**src/rtl/ad56x3_spi_receiver.sv**
```systemverilog
// ad56x3_spi_receiver
//   Receiver for the AD5623/AD5643/AD5663 3-wire write protocol. SYNC, SCLK
//   and DIN are oversampled in the clk domain. Each 24-bit frame is decoded
//   into command, address and data. The command is then applied to a
//   per-channel input register and DAC register, following the datasheet
//   command semantics.
//
//   Ports:
//     clk, reset   system clock; asynchronous active-high reset
//     dacSync      frame enable, active low
//     dacSclk      serial clock; data is captured on its falling edge
//     dacDin       serial data, MSB first
//     frameValid   1-cycle strobe: a complete 24-bit frame was decoded
//     frameCmd     frame bits [21:19], held until the next frameValid
//     frameAddr    frame bits [18:16], held until the next frameValid
//     frameData    frame bits [15 -: DATA_WIDTH], held until the next frameValid
//     frameAbort   1-cycle strobe: SYNC rose before the 24th falling edge
//     outA, outB   DAC registers, offset binary or two's complement per SIGN_x
//     outUpdate    1-cycle strobe (with frameValid): a DAC register is written
//
//   The FSM state is kept in state_q (type state_t) so checkers can bind to it.

module ad56x3_spi_receiver #(
  parameter int    DATA_WIDTH  = 14,
  parameter string SIGN_A      = "UNSIGNED",
  parameter string SIGN_B      = "UNSIGNED",
  parameter int    SYNC_STAGES = 2
) (
  input  logic                  clk,
  input  logic                  reset,
  input  logic                  dacSync,
  input  logic                  dacSclk,
  input  logic                  dacDin,
  output logic                  frameValid,
  output logic [2:0]            frameCmd,
  output logic [2:0]            frameAddr,
  output logic [DATA_WIDTH-1:0] frameData,
  output logic                  frameAbort,
  output logic [DATA_WIDTH-1:0] outA,
  output logic [DATA_WIDTH-1:0] outB,
  output logic                  outUpdate
);

  localparam logic [DATA_WIDTH-1:0] MSB_MASK = {1'b1, {(DATA_WIDTH-1){1'b0}}};
  localparam logic [DATA_WIDTH-1:0] FMT_A    = (SIGN_A == "SIGNED") ? MSB_MASK : '0;
  localparam logic [DATA_WIDTH-1:0] FMT_B    = (SIGN_B == "SIGNED") ? MSB_MASK : '0;

  // ---------------------------------------------------------------- input sync
  // All three lines use the same depth, so they stay mutually aligned.
  logic [SYNC_STAGES-1:0] sync_sr, sclk_sr, din_sr;
  logic                   sclk_d;
  logic                   sync_s, sclk_s, din_s, fe;

  always_ff @(posedge clk or posedge reset) begin
    if (reset) begin
      sync_sr <= '1;
      sclk_sr <= '1;
      din_sr  <= '0;
      sclk_d  <= 1'b1;
    end else begin
      sync_sr <= {sync_sr[SYNC_STAGES-2:0], dacSync};
      sclk_sr <= {sclk_sr[SYNC_STAGES-2:0], dacSclk};
      din_sr  <= {din_sr[SYNC_STAGES-2:0], dacDin};
      sclk_d  <= sclk_s;
    end
  end

  assign sync_s = sync_sr[SYNC_STAGES-1];
  assign sclk_s = sclk_sr[SYNC_STAGES-1];
  assign din_s  = din_sr[SYNC_STAGES-1];
  assign fe     = sclk_d & ~sclk_s;

  // ---------------------------------------------------------------- frame FSM
  typedef enum logic [1:0] {ST_IDLE, ST_SHIFT, ST_DONE} state_t;

  state_t      state_q, state_d;
  logic [4:0]  bit_cnt_q, bit_cnt_d;
  logic [22:0] shift_q, shift_d;
  logic [23:0] frame_w;
  logic        valid_d, abort_d;
  logic        unused_frame_bits;

  // The 24th bit completes the frame straight from din_s, so only 23 bits are
  // stored. Bits [23:22] and the data LSBs below DATA_WIDTH are don't care.
  assign frame_w           = {shift_q, din_s};
  assign unused_frame_bits = ^frame_w;

  always_comb begin
    state_d   = state_q;
    bit_cnt_d = bit_cnt_q;
    shift_d   = shift_q;
    valid_d   = 1'b0;
    abort_d   = 1'b0;
    case (state_q)
      ST_IDLE: begin
        if (!sync_s) begin
          state_d   = ST_SHIFT;
          bit_cnt_d = 5'd0;
        end
      end
      ST_SHIFT: begin
        // SYNC high wins over a coincident falling edge: the bit is dropped.
        if (sync_s) begin
          abort_d = 1'b1;
          state_d = ST_IDLE;
        end else if (fe) begin
          shift_d   = frame_w[22:0];
          bit_cnt_d = bit_cnt_q + 5'd1;
          if (bit_cnt_q == 5'd23) begin
            valid_d = 1'b1;
            state_d = ST_DONE;
          end
        end
      end
      ST_DONE: begin
        if (sync_s) state_d = ST_IDLE;
      end
      default: state_d = ST_IDLE;
    endcase
  end

  always_ff @(posedge clk or posedge reset) begin
    if (reset) begin
      state_q    <= ST_IDLE;
      bit_cnt_q  <= 5'd0;
      shift_q    <= '0;
      frameValid <= 1'b0;
      frameAbort <= 1'b0;
      frameCmd   <= 3'd0;
      frameAddr  <= 3'd0;
      frameData  <= '0;
    end else begin
      state_q    <= state_d;
      bit_cnt_q  <= bit_cnt_d;
      shift_q    <= shift_d;
      frameValid <= valid_d;
      frameAbort <= abort_d;
      if (valid_d) begin
        frameCmd  <= frame_w[21:19];
        frameAddr <= frame_w[18:16];
        frameData <= frame_w[15 -: DATA_WIDTH];
      end
    end
  end

  // ---------------------------------------------------------- register bank
  logic [DATA_WIDTH-1:0] in_a_q, in_b_q, dac_a_q, dac_b_q;
  logic [DATA_WIDTH-1:0] in_a_d, in_b_d, dac_a_d, dac_b_d;
  logic                  sel_a, sel_b, wr_a, wr_b;

  assign sel_a = (frameAddr == 3'b000) || (frameAddr == 3'b111);
  assign sel_b = (frameAddr == 3'b001) || (frameAddr == 3'b111);

  always_comb begin
    in_a_d  = in_a_q;
    in_b_d  = in_b_q;
    dac_a_d = dac_a_q;
    dac_b_d = dac_b_q;
    wr_a    = 1'b0;
    wr_b    = 1'b0;
    if (frameValid) begin
      case (frameCmd)
        3'b000: begin
          if (sel_a) in_a_d = frameData;
          if (sel_b) in_b_d = frameData;
        end
        3'b001: begin
          if (sel_a) begin dac_a_d = in_a_q; wr_a = 1'b1; end
          if (sel_b) begin dac_b_d = in_b_q; wr_b = 1'b1; end
        end
        3'b010: begin
          // Both channels load from the post-write input registers.
          if (sel_a) in_a_d = frameData;
          if (sel_b) in_b_d = frameData;
          dac_a_d = in_a_d;
          dac_b_d = in_b_d;
          wr_a    = 1'b1;
          wr_b    = 1'b1;
        end
        3'b011: begin
          if (sel_a) begin in_a_d = frameData; dac_a_d = frameData; wr_a = 1'b1; end
          if (sel_b) begin in_b_d = frameData; dac_b_d = frameData; wr_b = 1'b1; end
        end
        3'b101: begin
          in_a_d  = '0;
          in_b_d  = '0;
          dac_a_d = '0;
          dac_b_d = '0;
          wr_a    = 1'b1;
          wr_b    = 1'b1;
        end
        default: ;
      endcase
    end
  end

  always_ff @(posedge clk or posedge reset) begin
    if (reset) begin
      in_a_q  <= '0;
      in_b_q  <= '0;
      dac_a_q <= '0;
      dac_b_q <= '0;
    end else begin
      in_a_q  <= in_a_d;
      in_b_q  <= in_b_d;
      dac_a_q <= dac_a_d;
      dac_b_q <= dac_b_d;
    end
  end

  assign outUpdate = wr_a | wr_b;
  // Flipping the MSB converts offset binary to two's complement.
  assign outA      = dac_a_q ^ FMT_A;
  assign outB      = dac_b_q ^ FMT_B;

endmodule

```
**config.mk**
```make
export PLATFORM = sky130hd
export DESIGN_NAME = ad56x3_spi_receiver
export DESIGN_NICKNAME = d
export VERILOG_FILES = /design/src/rtl/ad56x3_spi_receiver.sv
export SDC_FILE = /design/constraint.sdc
export NUM_CORES = 1
export LEC_CHECK = 0
export CORE_MARGIN = 3
export CORE_UTILIZATION = 57
export DETAILED_ROUTE_END_ITERATION = 7
export GPL_TIMING_DRIVEN = 0
export PLACE_DENSITY = 0.8
export SLEW_MARGIN = 20
export SYNTH_ARGS = -nofsm -noshare
export SYNTH_HDL_FRONTEND = slang
export SYNTH_SLANG_ARGS = --single-unit
```
**constraint.sdc**
```tcl
create_clock -name clk -period 5.5 [get_ports clk]
set_input_delay 1.65 -clock clk [delete_from_list [all_inputs] [get_ports clk]]
set_output_delay 1.65 -clock clk [all_outputs]
set_load 0.01 [all_outputs]
```
==> results.txt, run 1 <==
status: finished clean
initial antenna violation count: 0
fin nets: 596
WP data arrival: 2830 ps
number of flops mapped to enable cells by yosys: 0
main combinational cell family by area after synthesis: compound AO/OA/AOI/OAI gates
I/O pins: 56
DIE AREA: 0.0111 mm²
mean area per synthesized cell: 11.0 µm²
post-synthesis mux area share: 0.0837
final wirelength: 15.2 mm
first-pass GRT wire length: 25.2 mm
Tmin final: 4480 ps
initial core utilization: 0.600
crit path kind: register to primary output
post-CTS resize count: 0
CTS tree: built
layout cells sized above 1: 0.167
deepest clock path buffer count: 2
wire length per cell: 20.7 µm
H-tree levels: 4
maximum clock rate: 223 MHz
Total GRT Usage: 0.287
largest fanout on the critical path: 10
clk sinks: 113
Post-CTS Setup Inserts: 0
total power: 1.89 mW
clk slew on worst S/H paths: 60 ps
crit start category: register
Compound-Gate Fraction of Synth Area: 0.264
number of diodes: 0
post-route insts no fill: 732
Worst Skew: 11.5 ps
warnings from Yosys: 0
cts hold-fix bufs: 0
Site Rows: 35
die width: 106 µm
Syn Nets: 521
required time at the worst-slack endpoint: 3850 ps
worst slew pin tran: 619 ps
core area: 0.00942 mm²
period utilization: 0.815
clk_lat worst skew: 530 ps
Routed Antenna Nets: 0
DR pass1 iterations: 6
GRT overflow: 0
DR vias: 4776
number of max-cap violations: 0
Slew headroom: 0.588
leakage power: 2.95 nW
final setup violation count: 0
Post-Synth Simple-Gate Area: 0.0890
endpoints failing hold: 0
HPWL Detailed: 10.3 mm
drt initial violations: 446
CP endpoint kind: primary output
placed cells: 700
number of global-route vias before repair: 4957
Root Driver: clkbuf_8
Power Dens Cells: 273 mW/mm²
vias per inst: 6.52
Die Height: 106 µm
Gate Count Post-Synth: 515
Syn-to-layout area delta: 22.5%
Final GP Congestion: 0.905
worst hold path class: register to register
Yosys cell types: 50
peak supply drop: 234 µV
filler cell count: 667
Synth Area in Adders: 0.00221
register bit total from synthesis: 113
IO buf count: 55
Synth Area in XOR/XNOR: 0.0124
CTS buffer count: 17
largest net degree at the start of global routing: 83
RSZ-0062 raised after global routing: no
Async SR Flop Fraction: 1.00
ys flop type: dfrtp_1
Final Max Tran Viols: 0
Syn Std Cell Area: 0.00565 mm²
drc violations: 0
sequential area share after synthesis: 0.501
==> cells in the mapped netlist (all sizes together), types with 2 or more instances <==
master	instances	area, µm²
a211o	15	131
a21boi	2	22.5
a21o	13	97.6
a21oi	54	270
a22o	29	254
a22oi	15	113
a31oi	28	175
and2	4	25.0
buf	28	173
clkbuf	20	75.1
dfrtp	108	2700
dfstp	5	131
inv	5	18.8
mux2	42	473
nand2	4	15.0
nand2b	4	35.0
nand3	16	80.1
nand4	3	18.8
nor2	9	36.3
nor2b	2	12.5
nor3	4	31.3
nor3b	13	97.6
nor4b	2	17.5
o211ai	15	113
o21ai	32	160
o2bb2ai	14	123
or3	13	81.3
xor2	4	53.8
==> layer usage <==
metal	track usage	up-vias	share of wire
met5	0	-	0
met4	0.125	0	0.034
met3	0.0827	61	0.088
met2	0.465	263	0.48
met1	0.359	2311	0.40
li1	-	2141	-
==> critical path: stages (launching register included) <==
cell and delay, ps:
dfrtp_1 410, buf_2 190, nand2b_1 140, buf_2 160, a21boi_2 230, buf_2 250, buf_4 220, and2_1 170
clkdlybuf4s50_1 540
==> cells in the final DEF (no fill, tap or decap), drive strengths merged, types with 3 or more instances in the layout <==
| cell | instances |
|---|---|
| a211o | 15 |
| a21o | 13 |
| a21oi | 54 |
| a22o | 29 |
| a22oi | 15 |
| a31oi | 28 |
| and2 | 4 |
| buf | 29 |
| clkbuf | 38 |
| clkdlybuf4s50 | 55 |
| clkinv | 8 |
| dfrtp | 108 |
| dfstp | 5 |
| inv | 9 |
| mux2 | 42 |
| nand2 | 4 |
| nand2b | 4 |
| nand3 | 16 |
| nand4 | 3 |
| nor2 | 9 |
| nor3 | 4 |
| nor3b | 13 |
| o211ai | 15 |
| o21ai | 32 |
| o2bb2ai | 14 |
| or3 | 13 |
| xor2 | 4 |
==> registers in the layout, summed over array words and instances, names as in the netlist, 2 cells and up <==
name	count
outA	14
bit_cnt_q	5
in_a_q	14
state_q	2
din_sr	2
frameAddr	3
sclk_sr	2
shift_q	21
outB	14
frameCmd	3
sync_sr	2
frameData	14
in_b_q	14
==> power breakdown <==
part           total (mW)  internal (mW)  switching, mW
clock network       0.979          0.558          0.421
registers           0.864          0.851         0.0129
logic              0.0470         0.0203         0.0267
==> stage by stage <==
step	worst slack (ps)	instance area [µm²]	hold slack, ps	TNS, ps	utilization
after global placement	-606	6360	337	-64350	0.676
after detailed placement	1590	6400	346	0	0.679
final	1020	6920	357	0	0.735
after CTS	1010	6920	358	0	0.735
after global routing	917	6920	359	0	0.735
after floorplan	871	5650	331	0	-
==> cell families after synthesis <==
logic type / after synthesis
compound gates: 221
xor+xnor: 5
fa+ha+maj: 1
buf+inv: 53
flops: 113
mux: 42
simple gates: 80
==> final cells by class <==
| type | count | area [µm²] | area share |
|---|---|---|---|
| flip-flops and latches | 113 | 2830 | 0.409 |
| repair buffers | 56 | 578 | 0.0835 |
| clock inverters | 14 | 109 | 0.0157 |
| inverters | 5 | 23.8 | 0.00343 |
| well taps | 129 | 161 | 0.0233 |
| plain buffers | 48 | 248 | 0.0358 |
| multi-input cells | 349 | 2550 | 0.369 |
| clock buffers | 18 | 418 | 0.0604 |
==> final timing paths <==
check / start / end / slack (ps) / cells past startpoint
setup / recovery: frameCmd[2]$_DFFE_PP0P_ / outUpdate / 1020 / 8
hold / removal: sync_sr[0]$_DFF_PP1_ / sync_sr[1]$_DFF_PP1_ / 360 / 0
setup reg to reg: frameAddr[1]$_DFFE_PP0P_ / outB[0]$_DFFE_PP0P_ / 3500 / 6
hold reg to reg: sync_sr[0]$_DFF_PP1_ / sync_sr[1]$_DFF_PP1_ / 360 / 0
max in group asynchronous: reset / sclk_sr[1]$_DFF_PP1_ / 3310 / 3
min in group asynchronous: reset / in_b_q[10]$_DFFE_PP0P_ / 1470 / 2
(Power assumes the default switching activity.)
==> run 2: changes to the inputs <==
CORE_UTILIZATION = 52   (was 57)
PLACE_DENSITY = 0.77   (was 0.8)
clock period = 3.7 ns   (was 5.5 ns; I/O delays follow)
==> results.txt, run 2 (synthesized netlist as in run 1, its figures left out) <==
Syn-to-layout area delta: 23.7%
total power: 2.78 mW (+47%)
deepest clock path buffer count: 2 (unchanged)
cts hold-fix bufs: 0 (unchanged)
clk slew on worst S/H paths: 60 ps (about the same)
drc violations: 0 (unchanged)
reg-to-reg slack, setup: 1710 ps (-1790 ps)
Root Driver: clkbuf_8
Tmin final: 3620 ps
CTS tree: built
H-tree levels: 4 (unchanged)
number of max-cap violations: 0 (unchanged)
I/O pins: 56 (unchanged)
most frequent cells in the layout: 108 x dfrtp_1, 55 x clkdlybuf4s50_1, 54 x a21oi_1
Power Dens Cells: 397 mW/mm² (+45%)
met1 GRT Util: 0.345 (-0.0136)
clk sinks: 113 (unchanged)
WP data arrival: 2510 ps (-320 ps)
Slew headroom: 0.557 (-0.0310)
worst slew pin tran: 664 ps (+45.1 ps)
endpoints failing hold: 0 (unchanged)
Total GRT Usage: 0.257 (-0.0294)
peak supply drop: 325 µV (+39%)
gr busiest metal: met2
worst path buffer plus inverter count: 4 (-1)
crit start category: register
RR Endpoint: outB[1]$_DFFE_PP0P_
hold_sp: sync_sr[0]$_DFF_PP1_
largest net degree at the start of global routing: 36 (-57%)
Fin Setup TNS: 0 ps (unchanged)
layout cells sized above 1: 0.171 (+0.00332)
status: finished clean
met2 Use GR: 0.420 (-0.0455)
initial core utilization: 0.540 (-0.0601)
Die Height: 110 µm (+4.4%)
Site Rows: 37 (+5.7%)
IO buf count: 55 (unchanged)
first-pass GRT wire length: 24.2 mm (-4.0%)
Worst Reg-to-Reg Cells: 6 (unchanged)
DR pass1 iterations: 5 (-1)
GRT overflow: 0 (unchanged)
CP cell instances: clkbuf_4 > nand2b_1 > buf_2 > a21boi_4 > buf_12 > and2_1 > clkdlybuf4s50_1
Max stage delay on crit path: 530 ps (about the same)
origin of the critical flop-to-flop path: frameAddr[1]$_DFFE_PP0P_
Largest register FFs: 21 (unchanged)
number of global-route vias before repair: 4640 (-6.4%)
wire length per cell: 20.0 µm (-3.7%)
commonest non-fill, non-tap cell in the layout: dfrtp_1
final setup violation count: 0 (unchanged)
period utilization: 0.979
die width: 110 µm (+4.4%)
final wirelength: 14.7 mm (-2.7%)
Final Max Tran Viols: 0 (unchanged)
drt initial violations: 446 (unchanged)
CTS buffer count: 17 (unchanged)
worst hold endpoint: sync_sr[1]$_DFF_PP1_
core area: 0.0105 mm² (+11%)
fin nets: 596 (unchanged)
Final GP Congestion: 0.891 (-1.6%)
crit path kind: register to primary output
vias per inst: 6.39 (-2.0%)
DR vias: 4725 (-1.1%)
Crit path depth: 7 (-1)
met3 usage in global routing: 0.0582 (-0.0244)
Hold Crit Depth: 0 (unchanged)
largest fanout on the critical path: 19 (+9)
largest reg by FF count: shift_q
Crit path max-delay family: buffers and inverters
initial antenna violation count: 0 (unchanged)
maximum clock rate: 276 MHz
DIE AREA: 0.0122 mm² (+9.1%)
clk_lat worst skew: 510 ps (-20 ps)
Post-CTS Setup Inserts: 0 (unchanged)
worst hold path class: register to register
Routed Antenna Nets: 0 (unchanged)
RSZ-0062 raised after global routing: no
Worst Skew: 11.1 ps (-0.483 ps)
number of diodes: 0 (unchanged)
HPWL Detailed: 10.3 mm (+0.43%)
leakage power: 2.95 nW (about the same)
required time at the worst-slack endpoint: 2590 ps (-1260 ps)
Slowest cell on crit path: clkdlybuf4s50_1
CP endpoint kind: primary output
==> run 2: cell count changes in the layout (fill, tap and decap cells not counted), sizes merged <==
| cell | previous run | this run |
|---|---|---|
| clkinvlp | 2 | 5 |
| inv | 9 | 6 |
| clkbuf | 38 | 40 |
| buf | 29 | 28 |
| clkinv | 8 | 7 |
==> run 2: power breakdown <==
group / internal [mW] / switching [mW]
Sequential: 1.27 / 0.0194
Combinational: 0.0342 / 0.0405
Clock: 0.837 / 0.580
==> run 2: worst max path at each step <==
stage / to / start / slack [ps]
after floorplan: outUpdate / frameCmd[2]$_DFFE_PP0P_ / 1100
after global placement: in_a_q[1]$_DFFE_PP0P_ / reset / 180
after detailed placement: outUpdate / frameCmd[2]$_DFFE_PP0P_ / 360
after CTS: outUpdate / frameCmd[2]$_DFFE_PP0P_ / 40
after global routing: outUpdate / frameCmd[0]$_DFFE_PP0P_ / 4
final: outUpdate / frameCmd[2]$_DFFE_PP0P_ / 80
==> run 2: what timing repair did <==
item	in CTS	in global routing
resized for setup	4	6
setup endpoints to repair	1	1
cloned	0	0
pin swaps	1	1
==> run 2: layout make-up <==
cell class / instances / area [µm²]
inverters: 5 / 22.5
clock buffers: 19 / 432
well taps: 136 / 170
flip-flops and latches: 113 / 2830
multi-input cells: 349 / 2560
repair buffers: 58 / 618
plain buffers: 46 / 263
clock inverters: 13 / 90.1
fillers: 844 / 3470
==> run 2: metrics by stage <==
step	utilization	instances	hold slack, ps	instance area (µm²)	setup slack, ps
3_5_place_dp	0.616	709	347	6440	358
6_report	0.668	739	354	6990	76.9
2_1_floorplan	-	515	331	5660	1100
4_1_cts	0.666	739	355	6970	41.4
5_1_grt	0.668	739	359	6990	3.88
3_3_place_gp	0.609	706	332	6380	179
==> run 2: layer usage <==
metal,routed length (µm),vias up
li1,-,2129
met2,7300,237
met5,0,-
met4,230,0
met1,6170,2335
met3,1050,24
==> run 3: changes to the inputs <==
CAP_MARGIN = 5   (was default)
CTS_CLUSTER_DIAMETER = 50   (was default)
PLACE_DENSITY = 0.88   (was 0.77)
==> results.txt, run 3 (synthesized netlist as in run 1, its figures left out) <==
Total GRT Usage: 0.264 (+0.00704)
CTS buffer count: 17 (unchanged)
Largest register FFs: 21 (unchanged)
Final Cell Area: 0.00710 mm² (+1.6%)
cts hold-fix bufs: 0 (unchanged)
final setup violation count: 0 (unchanged)
worst hold path class: register to register
Gate power share: 0.025 (-0.002)
IO buf count: 55 (unchanged)
switching share of power: 0.215 (-0.0150)
origin of the critical flop-to-flop path: frameCmd[2]$_DFFE_PP0P_
number of diodes: 0 (unchanged)
Syn-to-layout area delta: 25.7%
die width: 110 µm (unchanged)
period utilization: 0.986 (+0.00652)
drt initial violations: 349 (-22%)
H-tree levels: 4 (unchanged)
GRT overflow: 0 (unchanged)
clk slew on worst S/H paths: 60 ps (about the same)
clk_lat worst skew: 520 ps (about the same)
DR pass1 iterations: 5 (unchanged)
Power Internal: 2.36 mW (+10%)
initial antenna violation count: 0 (unchanged)
HPWL Detailed: 10.5 mm (+1.3%)
met2 WL: 7.56 mm (+3.5%)
Worst Skew: 5.35 ps (-5.70 ps)
endpoints failing hold: 0 (unchanged)
Die Height: 110 µm (unchanged)
Site Rows: 37 (unchanged)
clock share of power: 0.547 (+0.037)
DIE AREA: 0.0122 mm² (unchanged)
worst slew pin tran: 602 ps (-62.0 ps)
Top Layer Used: met4
Final Max Tran Viols: 0 (unchanged)
crit path kind: register to primary output
maximum clock rate: 274 MHz (-0.66%)
number of global-route vias before repair: 5019 (+8.2%)
most frequent cells in the layout: 108 x dfrtp_1, 55 x clkdlybuf4s50_1, 54 x a21oi_1
Final GP Congestion: 0.927 (+4.0%)
Cell Area, Placed: 0.00644 mm² (unchanged)
leakage power: 3.02 nW (+2.2%)
wire length per cell: 20.3 µm (+1.9%)
number of max-cap violations: 0 (unchanged)
peak supply drop: 347 µV (+7.0%)
fin nets: 601 (+0.84%)
layout cells sized above 1: 0.179 (+0.00846)
sw power: 0.647 mW (+1.2%)
largest net degree at the start of global routing: 35 (-2.8%)
required time at the worst-slack endpoint: 2590 ps (about the same)
CP endpoint kind: primary output
Slew headroom: 0.598 (+0.0414)
crit start category: register
first-pass GRT wire length: 24.8 mm (+2.5%)
largest reg by FF count: shift_q
largest fanout on the critical path: 10 (-9)
hold_sp: din_sr[0]$_DFF_PP0_
Fin Setup TNS: 0 ps (unchanged)
Root Driver: clkbuf_8
final wirelength: 15.1 mm (+2.6%)
crit path launch: frameCmd[2]$_DFFE_PP0P_
I/O pins: 56 (unchanged)
clk sinks: 113 (unchanged)
WL met3: 1.30 mm (+24%)
Seq pwr share: 0.428 (-0.035)
vias per inst: 6.53 (+2.1%)
core area: 0.0105 mm² (unchanged)
deepest clock path buffer count: 2 (unchanged)
initial core utilization: 0.540 (unchanged)
DR vias: 4856 (+2.8%)
routed metal-1 wirelength: 5.78 mm (-6.3%)
drc violations: 0 (unchanged)
CTS tree: built
status: finished clean
Tmin final: 3650 ps (+24.1 ps)
Routed Antenna Nets: 0 (unchanged)
WP data arrival: 2540 ps (+30 ps)
Power Dens Cells: 423 mW/mm² (+6.5%)
commonest non-fill, non-tap cell in the layout: dfrtp_1
-- run 3: cell types whose count changed in the layout (fill, tap and decap cells not counted), sizes merged --
cell / change
clkbuf: -1
bufinv: +3
buf: +6
clkinv: -3
-- run 3: path summary, 6_finish.rpt --
check	to	slack (ps)	depth (start not counted)
min reg2reg	din_sr[1]$_DFF_PP0_	350	0
min	din_sr[1]$_DFF_PP0_	350	0
min in group asynchronous	bit_cnt_q[0]$_DFFE_PP0P_	1010	2
max reg2reg	outB[3]$_DFFE_PP0P_	1690	8
max in group asynchronous	in_a_q[9]$_DFFE_PP0P_	1890	4
max	outUpdate	50	7
-- run 3: layout make-up --
| type | count | area [µm²] |
|---|---|---|
| fillers | 784 | 3360 |
| well taps | 136 | 170 |
| flip-flops and latches | 113 | 2830 |
| repair buffers | 63 | 656 |
| inverters | 5 | 22.5 |
| plain buffers | 46 | 263 |
| multi-input cells | 349 | 2560 |
| clock inverters | 13 | 158 |
| clock buffers | 19 | 442 |
-- run 3: power groups by stage --
| stage | Clock [mW] | Sequential (mW) | Combinational, mW |
|---|---|---|---|
| finish | 1.64 | 1.29 | 0.0756 |
| global route | 1.72 | 1.29 | 0.0845 |
| CTS | 1.65 | 1.29 | 0.0786 |
| detailed placement | 0 | 1.31 | 0.0781 |
| global placement | 0 | 1.30 | 0.0645 |
| floorplan | 0 | 1.30 | 0.0500 |
-- run 3: timing repair --
action / 4_1_cts / 5_1_grt
gates resized for setup: 4 / 7
gates cloned: 0 / 0
endpoints found under the setup margin: 1 / 1
pin swaps: 0 / 1
setup buffers: 0 / 5
-- run 3: per-stage QoR --
stage	instances	power, mW	hold slack [ps]	utilization	setup slack [ps]
detailed placement	709	1.39	341	0.616	339
CTS	739	3.02	355	0.674	33.2
floorplan	515	1.35	331	-	1100
global route	744	3.09	360	0.679	-4.93
finish	744	3.01	349	0.679	52.8
global placement	706	1.37	332	0.609	231
-- run 3: metal layers --
metal	up-vias	GRT usage
li1	2145	-
met1	2373	0.320
met2	282	0.438
met3	56	0.0641
met4	0	0.138
met5	-	0
-- run 3: worst max-delay path, cell delays in order (launching register included) --
cell             delay, ps
dfrtp_1                400
clkbuf_4               210
and2b_2                260
buf_6                  160
buf_4                  180
o211ai_1                90
and2_1                 170
clkdlybuf4s50_1        540
